$ cat src/rtl/rom_port_arbiter_pkg.sv
// Shared types and the priority-search helper for rom_port_arbiter.
// Used by both the round-robin and the ROM_ARB_FIXED_PRIO_EN builds.
package rom_arb_pkg;

    localparam int MAX_REQ = 16;

    function automatic int w_id(input int n);
        return (n > 1) ? $clog2(n) : 1;
    endfunction

    typedef logic [$clog2(MAX_REQ)-1:0] req_id_t;

    // First set bit of valid at or after start, wrapping at n; returns start if none set.
    function automatic req_id_t next_grant(input logic [MAX_REQ-1:0] valid,
                                           input req_id_t start,
                                           input int n);
        req_id_t g;
        req_id_t off;
        req_id_t idx;
        logic    found;
        g     = start;
        found = 1'b0;
        for (int i = 0; i < MAX_REQ; i++) begin
            off = req_id_t'(i);
            idx = (int'(off) >= n - int'(start)) ? start + off - req_id_t'(n) : start + off;
            if (!found && i < n && valid[idx]) begin
                found = 1'b1;
                g     = idx;
            end
        end
        return g;
    endfunction

endpackage

$ cat src/rtl/rom_port_arbiter_if.sv
// Requester and ROM-port handshake bundle for rom_port_arbiter.
// slave is the arbiter's view, master the surrounding requesters plus ROM port.
interface rom_port_arbiter_if #(
    parameter int N_REQ  = 2,
    parameter int W_ADDR = 12,
    parameter int W_DATA = 13
);
    logic [N_REQ-1:0]             req_addr_valid;
    logic [N_REQ-1:0]             req_addr_ready;
    logic [N_REQ-1:0][W_ADDR-1:0] req_addr_data;
    logic [N_REQ-1:0]             req_data_valid;
    logic [N_REQ-1:0]             req_data_ready;
    logic signed [W_DATA-1:0]     req_data;

    logic                         rom_addr_valid;
    logic                         rom_addr_ready;
    logic [W_ADDR-1:0]            rom_addr_data;
    logic                         rom_data_valid;
    logic                         rom_data_ready;
    logic signed [W_DATA-1:0]     rom_data;

    modport slave (
        input  req_addr_valid, req_addr_data, req_data_ready,
        input  rom_addr_ready, rom_data_valid, rom_data,
        output req_addr_ready, req_data_valid, req_data,
        output rom_addr_valid, rom_addr_data, rom_data_ready
    );

    modport master (
        output req_addr_valid, req_addr_data, req_data_ready,
        output rom_addr_ready, rom_data_valid, rom_data,
        input  req_addr_ready, req_data_valid, req_data,
        input  rom_addr_valid, rom_addr_data, rom_data_ready
    );
endinterface

$ cat src/rtl/rom_port_arbiter_tag_fifo.sv
// Tag FIFO holding the requester ID of every in-flight ROM read.
// Head is read combinationally; push when full and pop when empty are ignored.
module tag_fifo #(
    parameter int DEPTH = 4,
    parameter int W     = 1
) (
    input  logic                     clk,
    input  logic                     rst,
    input  logic                     push,
    input  logic                     pop,
    input  logic [W-1:0]             din,
    output logic [W-1:0]             head,
    output logic                     full,
    output logic                     empty,
    output logic [$clog2(DEPTH):0]   count
);
    localparam int W_PTR = $clog2(DEPTH);

    logic [W-1:0]     mem [DEPTH];
    logic [W_PTR-1:0] wr_ptr;
    logic [W_PTR-1:0] rd_ptr;
    logic             do_push;
    logic             do_pop;

    assign full    = (count == (W_PTR+1)'(DEPTH));
    assign empty   = (count == '0);
    assign do_push = push & ~full;
    assign do_pop  = pop & ~empty;
    assign head    = mem[rd_ptr];

    always_ff @(posedge clk or negedge rst) begin
        if (!rst) begin
            wr_ptr <= '0;
            rd_ptr <= '0;
            count  <= '0;
        end else begin
            if (do_push) wr_ptr <= wr_ptr + 1'b1;
            if (do_pop)  rd_ptr <= rd_ptr + 1'b1;
            case ({do_push, do_pop})
                2'b10:   count <= count + 1'b1;
                2'b01:   count <= count - 1'b1;
                default: count <= count;
            endcase
        end
    end

    always_ff @(posedge clk) begin
        if (do_push) mem[wr_ptr] <= din;
    end

endmodule

$ cat src/rtl/rom_port_arbiter.sv
// Shares one in-order valid/ready ROM read port between N_REQ requesters.
// Define ROM_ARB_FIXED_PRIO_EN for fixed priority (requester 0 highest) instead of round-robin.
module rom_port_arbiter
    import rom_arb_pkg::*;
#(
    parameter int N_REQ   = 2,
    parameter int W_ADDR  = 12,
    parameter int W_DATA  = 13,
    parameter int MAX_OUT = 4
) (
    input  logic                     clk,
    input  logic                     rst,
    rom_port_arbiter_if.slave        bus,
    output logic [$clog2(MAX_OUT):0] outstanding
);
    localparam int W_ID = w_id(N_REQ);

    logic [W_ID-1:0] start;
    logic [W_ID-1:0] grant;
    logic [W_ID-1:0] head;
    logic            full;
    logic            empty;
    logic            any_req;
    logic            addr_fire;
    logic            data_fire;

`ifdef ROM_ARB_FIXED_PRIO_EN
    assign start = '0;
`else
    logic [W_ID-1:0] rr_ptr;

    always_ff @(posedge clk or negedge rst) begin
        if (!rst) begin
            rr_ptr <= '0;
        end else if (addr_fire) begin
            rr_ptr <= (grant == W_ID'(N_REQ-1)) ? '0 : grant + 1'b1;
        end
    end

    assign start = rr_ptr;
`endif

    assign grant   = W_ID'(next_grant(MAX_REQ'(bus.req_addr_valid), req_id_t'(start), N_REQ));
    assign any_req = |bus.req_addr_valid;

    // Full masks the grant outright, so a same-cycle pop never frees a slot early.
    assign bus.rom_addr_valid = any_req & ~full;
    assign bus.rom_addr_data  = bus.req_addr_data[grant];
    assign addr_fire          = bus.rom_addr_valid & bus.rom_addr_ready;

    assign bus.rom_data_ready = bus.req_data_ready[head] & ~empty;
    assign bus.req_data       = bus.rom_data;
    assign data_fire          = bus.rom_data_valid & bus.rom_data_ready;

    always_comb begin
        bus.req_addr_ready              = '0;
        bus.req_data_valid              = '0;
        bus.req_addr_ready[grant]       = bus.rom_addr_ready & ~full;
        bus.req_data_valid[head]        = bus.rom_data_valid & ~empty;
    end

    tag_fifo #(
        .DEPTH (MAX_OUT),
        .W     (W_ID)
    ) u_tag_fifo (
        .clk   (clk),
        .rst   (rst),
        .push  (addr_fire),
        .pop   (data_fire),
        .din   (grant),
        .head  (head),
        .full  (full),
        .empty (empty),
        .count (outstanding)
    );

    // A return with no tag in flight means the ROM port broke its contract.
    assert property (@(posedge clk) disable iff (!rst) !(bus.rom_data_valid && empty));

endmodule

$ cat src/flat_wrapper.sv
// flat-port wrapper written by rule: the top's interface ports become plain ports
module rom_port_arbiter_flat import rom_arb_pkg::*;
#(
    parameter int N_REQ   = 2,
    parameter int W_ADDR  = 12,
    parameter int W_DATA  = 13,
    parameter int MAX_OUT = 4
)
  (clk, rst, outstanding, bus_req_addr_valid, bus_req_addr_data, bus_req_data_ready, bus_rom_addr_ready, bus_rom_data_valid, bus_rom_data, bus_req_addr_ready, bus_req_data_valid, bus_req_data, bus_rom_addr_valid, bus_rom_addr_data, bus_rom_data_ready);
  rom_port_arbiter_if #(.N_REQ(N_REQ), .W_ADDR(W_ADDR), .W_DATA(W_DATA)) bus_i ();
  input  logic clk;
  input  logic rst;
  output logic [$clog2(MAX_OUT):0] outstanding;
  input wire logic [$bits(bus_i.req_addr_valid)-1:0] bus_req_addr_valid;
  input wire logic [$bits(bus_i.req_addr_data)-1:0] bus_req_addr_data;
  input wire logic [$bits(bus_i.req_data_ready)-1:0] bus_req_data_ready;
  input wire logic [$bits(bus_i.rom_addr_ready)-1:0] bus_rom_addr_ready;
  input wire logic [$bits(bus_i.rom_data_valid)-1:0] bus_rom_data_valid;
  input wire logic [$bits(bus_i.rom_data)-1:0] bus_rom_data;
  output wire logic [$bits(bus_i.req_addr_ready)-1:0] bus_req_addr_ready;
  output wire logic [$bits(bus_i.req_data_valid)-1:0] bus_req_data_valid;
  output wire logic [$bits(bus_i.req_data)-1:0] bus_req_data;
  output wire logic [$bits(bus_i.rom_addr_valid)-1:0] bus_rom_addr_valid;
  output wire logic [$bits(bus_i.rom_addr_data)-1:0] bus_rom_addr_data;
  output wire logic [$bits(bus_i.rom_data_ready)-1:0] bus_rom_data_ready;
  assign bus_i.req_addr_valid = bus_req_addr_valid;
  assign bus_i.req_addr_data = bus_req_addr_data;
  assign bus_i.req_data_ready = bus_req_data_ready;
  assign bus_i.rom_addr_ready = bus_rom_addr_ready;
  assign bus_i.rom_data_valid = bus_rom_data_valid;
  assign bus_i.rom_data = bus_rom_data;
  assign bus_req_addr_ready = bus_i.req_addr_ready;
  assign bus_req_data_valid = bus_i.req_data_valid;
  assign bus_req_data = bus_i.req_data;
  assign bus_rom_addr_valid = bus_i.rom_addr_valid;
  assign bus_rom_addr_data = bus_i.rom_addr_data;
  assign bus_rom_data_ready = bus_i.rom_data_ready;
  rom_port_arbiter #(.N_REQ(N_REQ), .W_ADDR(W_ADDR), .W_DATA(W_DATA), .MAX_OUT(MAX_OUT)) u_core (.clk(clk), .rst(rst), .bus(bus_i), .outstanding(outstanding));
endmodule
$ cat config.mk
export PLATFORM = sky130hd
export DESIGN_NAME = rom_port_arbiter_flat
export DESIGN_NICKNAME = d
export VERILOG_FILES = /design/src/rtl/rom_port_arbiter_pkg.sv /design/src/rtl/rom_port_arbiter_if.sv /design/src/rtl/rom_port_arbiter_tag_fifo.sv /design/src/rtl/rom_port_arbiter.sv /design/src/flat_wrapper.sv
export SDC_FILE = /design/constraint.sdc
export NUM_CORES = 1
export LEC_CHECK = 0
export CORE_MARGIN = 1.5
export CORE_UTILIZATION = 32
export CTS_CLUSTER_SIZE = 10
export DETAILED_ROUTE_END_ITERATION = 10
export GPL_TIMING_DRIVEN = 0
export PLACE_DENSITY = 0.79
export SLEW_MARGIN = 10
export SYNTH_ARGS = -nofsm -noshare
export SYNTH_HDL_FRONTEND = slang
export SYNTH_SLANG_ARGS = --single-unit
export TNS_END_PERCENT = 30
$ cat constraint.sdc
create_clock -name clk -period 2.65 [get_ports clk]
set_clock_uncertainty 0.1 [all_clocks]
set_input_delay 0.53 -clock clk [delete_from_list [all_inputs] [get_ports clk]]
set_output_delay 0.53 -clock clk [all_outputs]
set_load 0.01 [all_outputs]
### Word-level counts from Yosys, hierarchy flattened

Memories as Yosys holds them, arrays and structs flattened.
Index checks and enable logic that the tools add are counted.

* register bits after elaboration: 8
* latch bits: 0
* memory bits (writable): 4
* memory bits (read-only): 0
* input port bits: 45
* output and inout bits: 34
* word-level logic and storage cells: 65
* memories kept: 1

* add/subtract/negate cells: 9
* $mul: 0
* div/mod/pow operators: 0
* magnitude comparators: 8
* equality and inequality tests: 3
* shift-type cells: 0
* mux-type cells: 21
* bitwise gates (word level): 12
* reductions and logical operators: 7

Memory list
* u_core.u_tag_fifo.mem: words 4, bits a word 1, read ports 1, clocked after memory_dff 0, write ports 1, line rom_port_arbiter_tag_fifo.sv:19 `logic [W-1:0] mem [DEPTH];`

Operators with widths (number)
* $ge 1x32->1 const A: 1
* $ge 2x32->1 const A: 1
* $mux 12: 2
* $mux 1: 12
* $lt 4x5->1 const B: 2
* $and 1x1->1: 8
* $bmux 1 s4: 2
* $mux 4: 2
* $pmux 3 s2: 1
* $add 2x1->2 const B: 2
* $and 2x2->2: 2
* $lt 1x2->1 const B: 2
* $sub 4x2->4 const B: 1
* $add 3x1->3 const B: 1
* $eq 3x3->1 const B: 1
* $logic_and 1x1->1: 3
* $logic_not 3->1: 1
* $sub 1x2->3 const B: 1
* $sub 2x1->3 const A: 1
* $sub 3x1->3 const B: 1
* $add 1x1->2 const B: 1
* $demux 1 s1: 2
* $eq 2x1->1 const B: 1
* $eq 2x2->1 const B: 1
* other kinds (6): 8

### Depth between registers and ports, before layout

* depth after elaboration: 14
* gate-level depth with buffers: 10

### Cells and area by module

From an unflattened synthesis, not the netlist that was laid out.

* cell total of the unflattened synthesis: 89
* area, all modules: 994.7 um2

By module, submodules not included
* tag_fifo: times used 1, cells an instance 43, area each 581.8 um2, sequential area each 295.3 um2
* rom_port_arbiter: times used 1, cells an instance 46, area each 412.9 um2, sequential area each 25.0 um2

### Worst setup path after synthesis

Ideal clock, no wire load.

* path kind: in2reg
* start point: in bus_req_addr_valid[1]
* end point: reg u_core.u_tag_fifo.count[2]
* setup time: 0.129 ns
* arrival: 1.949 ns
* required time: 2.421 ns
* setup slack: 0.473 ns
* stages: 10
* cell sequence: nor2_1 a21oi_1 and2_1 inv_1 ha_1 inv_1 fa_1 xor2_1 nor2_1 xor2_1

* cells in the longest elaborated chain, start to end: 6

RTL lines
* start, declared: line flat_wrapper.sv:14 `input wire logic [$bits(bus_i.req_addr_valid)-1:0] bus_req_addr_valid;`
* $reduce_or 2->1 (*): line rom_port_arbiter.sv:44 `assign any_req = |bus.req_addr_valid;`
* $and 1x1->1 (*): line rom_port_arbiter.sv:47 `assign bus.rom_addr_valid = any_req & ~full;`
* named net bus_rom_addr_valid: line flat_wrapper.sv:23 `output wire logic [$bits(bus_i.rom_addr_valid)-1:0] bus_rom_addr_valid;`
* $and 1x1->1 (*): line rom_port_arbiter.sv:49 `assign addr_fire = bus.rom_addr_valid & bus.rom_addr_ready;`
* $and 1x1->1 (*): line rom_port_arbiter_tag_fifo.sv:27 `assign do_push = push & ~full;`
* $eq 2x1->1 or $eq 2x2->1 (tied branches): line rom_port_arbiter_tag_fifo.sv:39 `case ({do_push, do_pop})`
* $pmux 3 s2 or $reduce_bool 2->1 (tied branches)
* end signal, assigned: line rom_port_arbiter_tag_fifo.sv:40 `2'b10: count <= count + 1'b1;`
* end signal, assigned: line rom_port_arbiter_tag_fifo.sv:41 `2'b01: count <= count - 1'b1;`
* end signal, assigned: line rom_port_arbiter_tag_fifo.sv:42 `default: count <= count;`
* end, declared: line rom_port_arbiter_tag_fifo.sv:15 `output logic [$clog2(DEPTH):0] count`

The timed path passes the listed nets; every way through them passes the cells marked *.
A chain may end at the register's enable or synchronous reset.

### Worst setup path in the final report

* start point: in bus_req_addr_valid[1]
* end point: out bus_rom_addr_data[2]

* cells in the longest elaborated chain, start to end: 8

RTL lines
* $bmux 1 s4: line rom_port_arbiter_pkg.sv:26 `if (!found && i < n && valid[idx]) begin`
* $mux 1 (not written as such): line rom_port_arbiter_pkg.sv:26
* $mux 1: line rom_port_arbiter_pkg.sv:26
* $logic_not 1->1: line rom_port_arbiter_pkg.sv:26
* $logic_and 1x1->1: line rom_port_arbiter_pkg.sv:26
* $mux 1 (*): line rom_port_arbiter_pkg.sv:26
* $mux 12 (not written as such) (*) (2 in a row): line rom_port_arbiter.sv:48 `assign bus.rom_addr_data = bus.req_addr_data[grant];`
* end, declared: line flat_wrapper.sv:24 `output wire logic [$bits(bus_i.rom_addr_data)-1:0] bus_rom_addr_data;`

Every way passes the cells marked *; elsewhere a longest branch is shown, timed or not. The select of a mux whose other input is x is not followed.

==> reports/qor.csv <==
stage;metric;value;unit
synthesis;Synth Area per Inst;10.9;um^2
sta;RSZ-0062 raised after global routing;false;
global_route;antenna violations before repair;0;
floorplanning;floorplan core area;2810;um^2
sta;fin. max-slew vios;0;
global_route;remaining global-route overflow;0;
synthesis;simple-gate share of the synthesized area;10.5;%
sta;period utilization;97.3;%
layout;Net count, final;214;
synthesis;XOR/XNOR Fraction of Synth Area;4.53;%
layout;commonest non-fill, non-tap cell in the layout;clkdlybuf4s50_1;
power_and_ir_drop;Power Density;737;nW/um^2
floorplanning;die area;3360;um^2
sta;Final Critical Period;2.58;ns
synthesis;mux contribution to synthesized area;23.9;%
critical_path;CP endpoint kind;output port;
synthesis;Post-Synthesis Cells;89;
synthesis;Synth Cell Area;967;um^2
floorplanning;Ports;79;
synthesis;Synth async-reset ratio;66.7;%
sta;Setup violations, final;0;
cts;clk root buf;clkbuf_4;
synthesis;Yosys warnings;0;
synthesis;Distinct cells, synth;26;
floorplanning;Initial Utilization;34.5;%
cts;CTS tree;built;
cts;clk sinks;12;
layout;P&R area growth vs syn;82.3;%
critical_path;Crit Path Max Fanout;5;
power_and_ir_drop;P_leak;0.824;nW
cts;Max H-tree Level;1;
detailed_routing;Pre-antenna DRT Iters;9;
place;routability cong.;0.734;
sta;worst-margin pin slew;0.415;ns
detailed_routing;number of vias per cell;4.66;
synthesis;synthesized flop and latch total;12;
sta;Hold Slack;0.431;ns
layout;most frequent cells in the layout;clkdlybuf4s50_1, buf_4, dlygate4sd2_1;
synthesis;largest family of logic cells by synthesized area;multiplexers;
layout;ANT cells;0;
critical_path;WP data required;2.02;ns
detailed_routing;Residual DRC;2;
detailed_routing;Initial DRC Count;29;
synthesis;Yosys top cell area share;20.7;%
detailed_routing;WL/cell;13.1;um
synthesis;synth top area cells;dfrtp_1, edfxtp_1, mux2_4, buf_4, mux2i_1;
layout;final instance area;1760;um^2
layout;share of cells above drive strength 1;25.9;%
global_route;All-Layer GR Usage;15.8;%
outcome;failing checks;design-rule violations;
sta;fmax;0.388;GHz
cts;Max Buffers Root-to-Sink;2;
synthesis;Adder-Cell Fraction of Synth Area;9.70;%
synthesis;syn nets;140;
place;Port Buffers;65;
cts;total CTS buffers;3;
sta;relative slew slack;72.3;%
detailed_routing;Post-Route WL;2540;um
sta;final hold violations;0;
cts;Skew-Pair Late Insertion Delay;0.27;ns
power_and_ir_drop;VDD IR max;0.316;mV
sta;final worst slack;0.0722;ns
synthesis;number of synthesized flops with an enable pin;4;
place;post-place instance area;1660;um^2
critical_path;Worst Path Arrival;1.95;ns
synthesis;leading area contributor after synthesis;dfrtp_1;
detailed_routing;Post-DRT Antenna Nets;0;
synthesis;Synth Area in Compound Gates;4.27;%
cts;clk slew on worst S/H paths;0.08;ns
place;hpwl dp;2150;um
critical_path;worst setup path class;input pin to output port;
cts;hold buffers post-CTS;0;
detailed_routing;via count;900;
synthesis;sequential share of the synthesized area;33.1;%
global_route;first-pass GRT wire length;4150;um
global_route;largest net degree at the start of global routing;9;
place;DP Worst Slack;-0.430;ns
floorplanning;Die Span Y;58.0;um
run;Max-Cap Viols;0;
critical_path;setup slack, reg-to-reg;0.28;ns
synthesis;prevailing post-synth register cell;dfrtp_1;
outcome;run status;complete, but fails checks;
floorplanning;die width;58.0;um
floorplanning;num rows;19;
critical_path;Setup crit start kind;input pin;
hold_path;HP Class;flop to flop;
global_route;vias in the first global route;956;
==> cells by family after synthesis <==
logic type / count (synthesis)
buf+inv: 21
mux: 19
simple gates: 18
flops: 12
compound gates: 7
fa+ha+maj: 7
xor+xnor: 5
==> report_power, final <==
part           internal [mW]  total [mW]  switching [mW]  leakage (nW)
logic                  0.476       0.792           0.316         0.674
registers              0.275       0.361          0.0855         0.129
clock network         0.0835       0.146          0.0630        0.0210
total                  0.835        1.30           0.465         0.824
==> state kept, by name (all words and copies together) (netlist names) <==
signal,cells
u_core.u_tag_fifo.rd_ptr,2
u_core.rr_ptr,1
u_core.u_tag_fifo.mem,4
u_core.u_tag_fifo.count,3
u_core.u_tag_fifo.wr_ptr,2
==> per-stage QoR <==
| stage | util, % | instances | total power [mW] | setup TNS (ns) |
|---|---|---|---|---|
| after CTS | 62.0 | 192 | 1.28 | -0.0133 |
| after global placement | 59.1 | 185 | 1.07 | -4.27 |
| after detailed placement | 59.1 | 185 | 1.09 | -4.92 |
| after global routing | 62.8 | 193 | 1.40 | 0 |
| final | 62.8 | 193 | 1.30 | 0 |
| after floorplan | - | 89 | 0.766 | 0 |
==> area by class of cell <==
type,count,area [um^2]
flip-flops and latches,12,322
inverters,7,26.3
plain buffers,14,113
multi-input cells,56,534
well taps,31,38.8
repair buffers,69,693
clock buffers,4,36.3
fillers,240,1040
==> worst max-delay path: stages <==
cell	delay (ns)
dlygate4sd2_1	0.26
maj3_2	0.35
bufbuf_16	0.28
mux2_4	0.29
clkdlybuf4s15_2	0.22
==> Yosys cell counts (2+ instances only) <==
| library cell | instances |
|---|---|
| buf_4 | 13 |
| dfrtp_1 | 8 |
| inv_1 | 7 |
| mux2_4 | 7 |
| mux2i_1 | 7 |
| nor2_1 | 6 |
| ha_1 | 5 |
| mux2_2 | 5 |
| and3_1 | 4 |
| edfxtp_1 | 4 |
| xor2_1 | 3 |
| a21oi_1 | 2 |
| and2_1 | 2 |
| nor2b_1 | 2 |
| o21ai_0 | 2 |
| xnor2_1 | 2 |
==> final timing paths <==
kind	from	to	cells past startpoint
max	bus_req_addr_valid[1]	bus_rom_addr_data[2]	5
min in group asynchronous	rst	u_core.u_tag_fifo.count[0]	1
max reg2reg	u_core.u_tag_fifo.count[0]	u_core.u_tag_fifo.count[2]	10
min	u_core.rr_ptr	u_core.rr_ptr	1
min reg2reg	u_core.rr_ptr	u_core.rr_ptr	1
max in group asynchronous	rst	u_core.u_tag_fifo.rd_ptr[1]	1
==> metal layers <==
metal	up-vias	track usage, %	part of all wire, %
met3	0	4.24	9.7
met4	0	2.99	0
met1	401	19.4	38
met2	57	28.1	53
met5	-	0	0
li1	442	-	-
==> repair_timing <==
item | in CTS | in global routing
setup buffers | 2 | 1
pin swaps | 1 | 1
setup endpoints to repair | 16 | 3
resized for setup | 22 | 7
gates cloned | 1 | 0
(Power assumes the default switching activity.)
